**config.mk**
```make
export PLATFORM = sky130hd
export DESIGN_NAME = genius_lfsr
export DESIGN_NICKNAME = d
export VERILOG_FILES = /design/src/rtl/genius_pkg.sv /design/src/rtl/genius_lfsr.sv
export SDC_FILE = /design/constraint.sdc
export NUM_CORES = 1
export LEC_CHECK = 0
export CAP_MARGIN = 25
export CORE_AREA = 8 8 45 47
export CTS_CLUSTER_SIZE = 10
export DETAILED_ROUTE_END_ITERATION = 8
export DIE_AREA = 0 0 53 55
export SYNTH_ARGS = -nofsm -noshare
export SYNTH_HDL_FRONTEND = slang
export SYNTH_SLANG_ARGS = --single-unit
```
**constraint.sdc**
```tcl
create_clock -name clk -period 0.8 [get_ports clk]
set_input_delay 0.16 -clock clk [delete_from_list [all_inputs] [get_ports clk]]
set_output_delay 0.16 -clock clk [all_outputs]
set_load 0.01 [all_outputs]
```
**src/rtl/genius_pkg.sv**
```systemverilog
// Shared types and constants for the Genius (Simon) game core.
package genius_pkg;

    typedef logic [1:0] color_t;

    typedef enum logic [2:0] {
        IDLE     = 3'd0,
        APPEND   = 3'd1,
        SHOW_ON  = 3'd2,
        SHOW_GAP = 3'd3,
        WAIT_IN  = 3'd4,
        OVER     = 3'd5,
        DONE     = 3'd6
    } state_e;

    // Galois feedback mask for x^16 + x^14 + x^13 + x^11 (right-shifting form).
    localparam logic [15:0] LFSR_TAPS = 16'hB400;

    function automatic logic [3:0] onehot4(input color_t c);
        return 4'b0001 << c;
    endfunction

endpackage

```
**src/rtl/genius_lfsr.sv**
```systemverilog
// Free-running 16-bit Galois LFSR; the low two bits supply the next colour.
module genius_lfsr
    import genius_pkg::*;
#(
    parameter logic [15:0] SEED = 16'hACE1
) (
    input  logic   clk,
    input  logic   rst_n,
    output color_t color
);

    logic [15:0] lfsr;

    // Shift right every cycle, folding the taps in whenever a 1 drops out.
    always_ff @(posedge clk or negedge rst_n) begin
        if (!rst_n) begin
            lfsr <= SEED;
        end else begin
            lfsr <= {1'b0, lfsr[15:1]} ^ (lfsr[0] ? LFSR_TAPS : '0);
        end
    end

    assign color = lfsr[1:0];

endmodule

```
==> results.yml <==
timing:
  finalClockSkew_ps: 4.56
  hold_viol: 0
  fin_tns_setup_ps: -731
  layout_min_cycle_time_ps: 1080
  setup_viol: 5
  setup_ws_ps: -278
  tightestPinTransition_ps: 134
  fin_crit_sh_pct: 135
  slew_headroom_pct: 91.1
  rsz0062_at_grt: "yes"
  timing.fmax_mhz: 928
  slew_violations: 0
cells_and_area:
  antenna_cells: 0
  post-route-util_pct: 41.1
  largest_reg_flops: 16
  drive_gt1_share_pct: 63.3
  reg_top3: "lfsr (16)"
  syn_to_final_growth_pct: 26.0
  mostFrequentLayoutCells: "dfstp_2 (8), dfrtp_1 (8), clkbuf_4 (3), buf_4 (3), xor2_1 (2)"
  finalNetCount: 33
  layout.cells.non_filler: 46
  regMostFlops: "lfsr"
setup_path:
  crit_buf_inv: 1
  worst_setup_path_end_kind: "output port"
  crit_fanout: 2
  cp_slowest_cell: "dfstp_2"
  cp_top_family: "flip-flops"
  worstSetupPathType: "register to output port"
  start_kind: "register"
  crit_arrival_ps: 920
  crit_path_cell_trace: "buf_6"
  required_ps: 640
  slowest_delay_ps: 550
clocking:
  cts_buffers: 3
  cts.sinks: 16
  cts-root-buf: "clkbuf_4"
  path_clk_slew_ps: 90
  clk_path_buf_depth: 2
  cts_tree: "done"
  clock_latency_ps: 270
  cts_max_level: 1
  cts_hold_buf: 0
yosys:
  yosys.area.top_type: "dfstp_2"
  synth_nets: 23
  synth_top_family_by_area: "XOR/XNOR gates"
  ys_warn_count: 0
  yosysTopAreaCellShare_pct: 46.5
  muxShareOfSynthArea_pct: 0
  synthXorXnorAreaFrac_pct: 5.82
  synth_area_leaders: "dfstp_2 (47%), dfrtp_1 (44%), xor2_1 (5.8%)"
  synth-seq-cells: 16
  synth-simple-area-share_pct: 0
  synthCells: 21
  yosysUniqueCellTypes: 4
  syn_area_per_cell_um2: 21.5
  synthAdderAreaFrac_pct: 0
  yosysSeqAreaShare_pct: 90.9
  syn_area_um2: 452
  synth_compound_area_share_pct: 0
power_and_ir_drop:
  p_leak_nw: 0.285
  ir_drop_uv: 862
  powerDensity_mw_per_mm2: 2360
status:
  outcome: "finished, violations left"
  failed_checks: "setup timing"
floorplanning:
  dieWidth_um: 53
  num_rows: 14
  initial_core_util_pct: 32.6
  die_height_um: 55
  fp.dieArea_mm2: 0.00292
  fp.coreArea_mm2: 0.00138
  ios: 4
grt:
  top_usage_layer: "met4"
  grt_pass1_wl_um: 876
  gr-total-overflow: 0
  grt_max_degree: 17
  use_met3_pct: 2.41
  antenna_found_initial: 0
  gr-usage-met2_pct: 5.27
  grt_util_met1_pct: 5.43
  globalRouteTotalUtil_pct: 4.73
  first_global_vias: 192
detailed_routing:
  vias: 183
  wl_per_cell_um: 12.2
  routed_wl_um: 560
  dr.pass1.iters: 1
  drtAntennaViolNets: 0
  drc: 0
  vias_per_cell: 3.98
  first_iter_violations: 0
hold_path:
  min_path_type: "primary input to asynchronous set/reset pin"
placement:
  hpwl_um: 340
  pre_cts_ws_ps: -405
  gp_congestion: 0.688
  io_buffers: 3
  place_inst: 41
run:
  cap_viol_max_count: 0
## worst paths after layout
path	slack (ps)	endpoint	cells past startpoint	from
worst max-delay path	-280	color[0]	1	lfsr[0]
worst min-delay path	210	lfsr[1]	2	rst_n
worst max register to register	-120	lfsr[13]	2	lfsr[0]
worst min register to register	350	lfsr[1]	0	lfsr[2]
max in group asynchronous	380	lfsr[11]	2	rst_n
min in group clk	350	lfsr[1]	0	lfsr[2]
## logic make-up after synthesis
group     Yosys count
flops              16
xor+xnor            3
buf+inv             2
## stage by stage
step / area, um^2 / hold WS (ps) / total power [mW]
after floorplan: 455 / -136 / 0.825
after global placement: 522 / 340 / 0.854
after detailed placement: 522 / 336 / 0.856
after CTS: 562 / 204 / 1.37
after global routing: 569 / 205 / 1.40
final: 569 / 209 / 1.34
## synth_stat cells
library cell / instances
dfstp_2: 8
dfrtp_1: 8
xor2_1: 3
buf_4: 2
## final cells by class
type | count | area, um^2
well taps | 16 | 20.0
multi-input cells | 3 | 33.8
fillers | 127 | 815
clock buffers | 4 | 36.3
flip-flops and latches | 16 | 410
repair buffers | 7 | 68.8
## report_power, final
part	switching, mW	internal [mW]
Combinational	0.0159	0.0141
Sequential	0	0.810
Clock	0.226	0.276
## layer usage
| metal | vias up | wire, um |
|---|---|---|
| li1 | 79 | - |
| met1 | 98 | 258 |
| met2 | 4 | 251 |
| met3 | 2 | 43 |
| met4 | 0 | 6 |
| met5 | - | 0 |
## repair_timing
| action | 4_1_cts | 5_1_grt |
|---|---|---|
| gates cloned | 0 | 0 |
| buffers inserted | 2 | 0 |
| pin swaps | 1 | 0 |
| resized for setup | 9 | 1 |
| endpoints found under the hold margin | 0 | 0 |
| endpoints found under the setup margin | 5 | 5 |
Note: power is estimated with default switching activity, not from simulation.
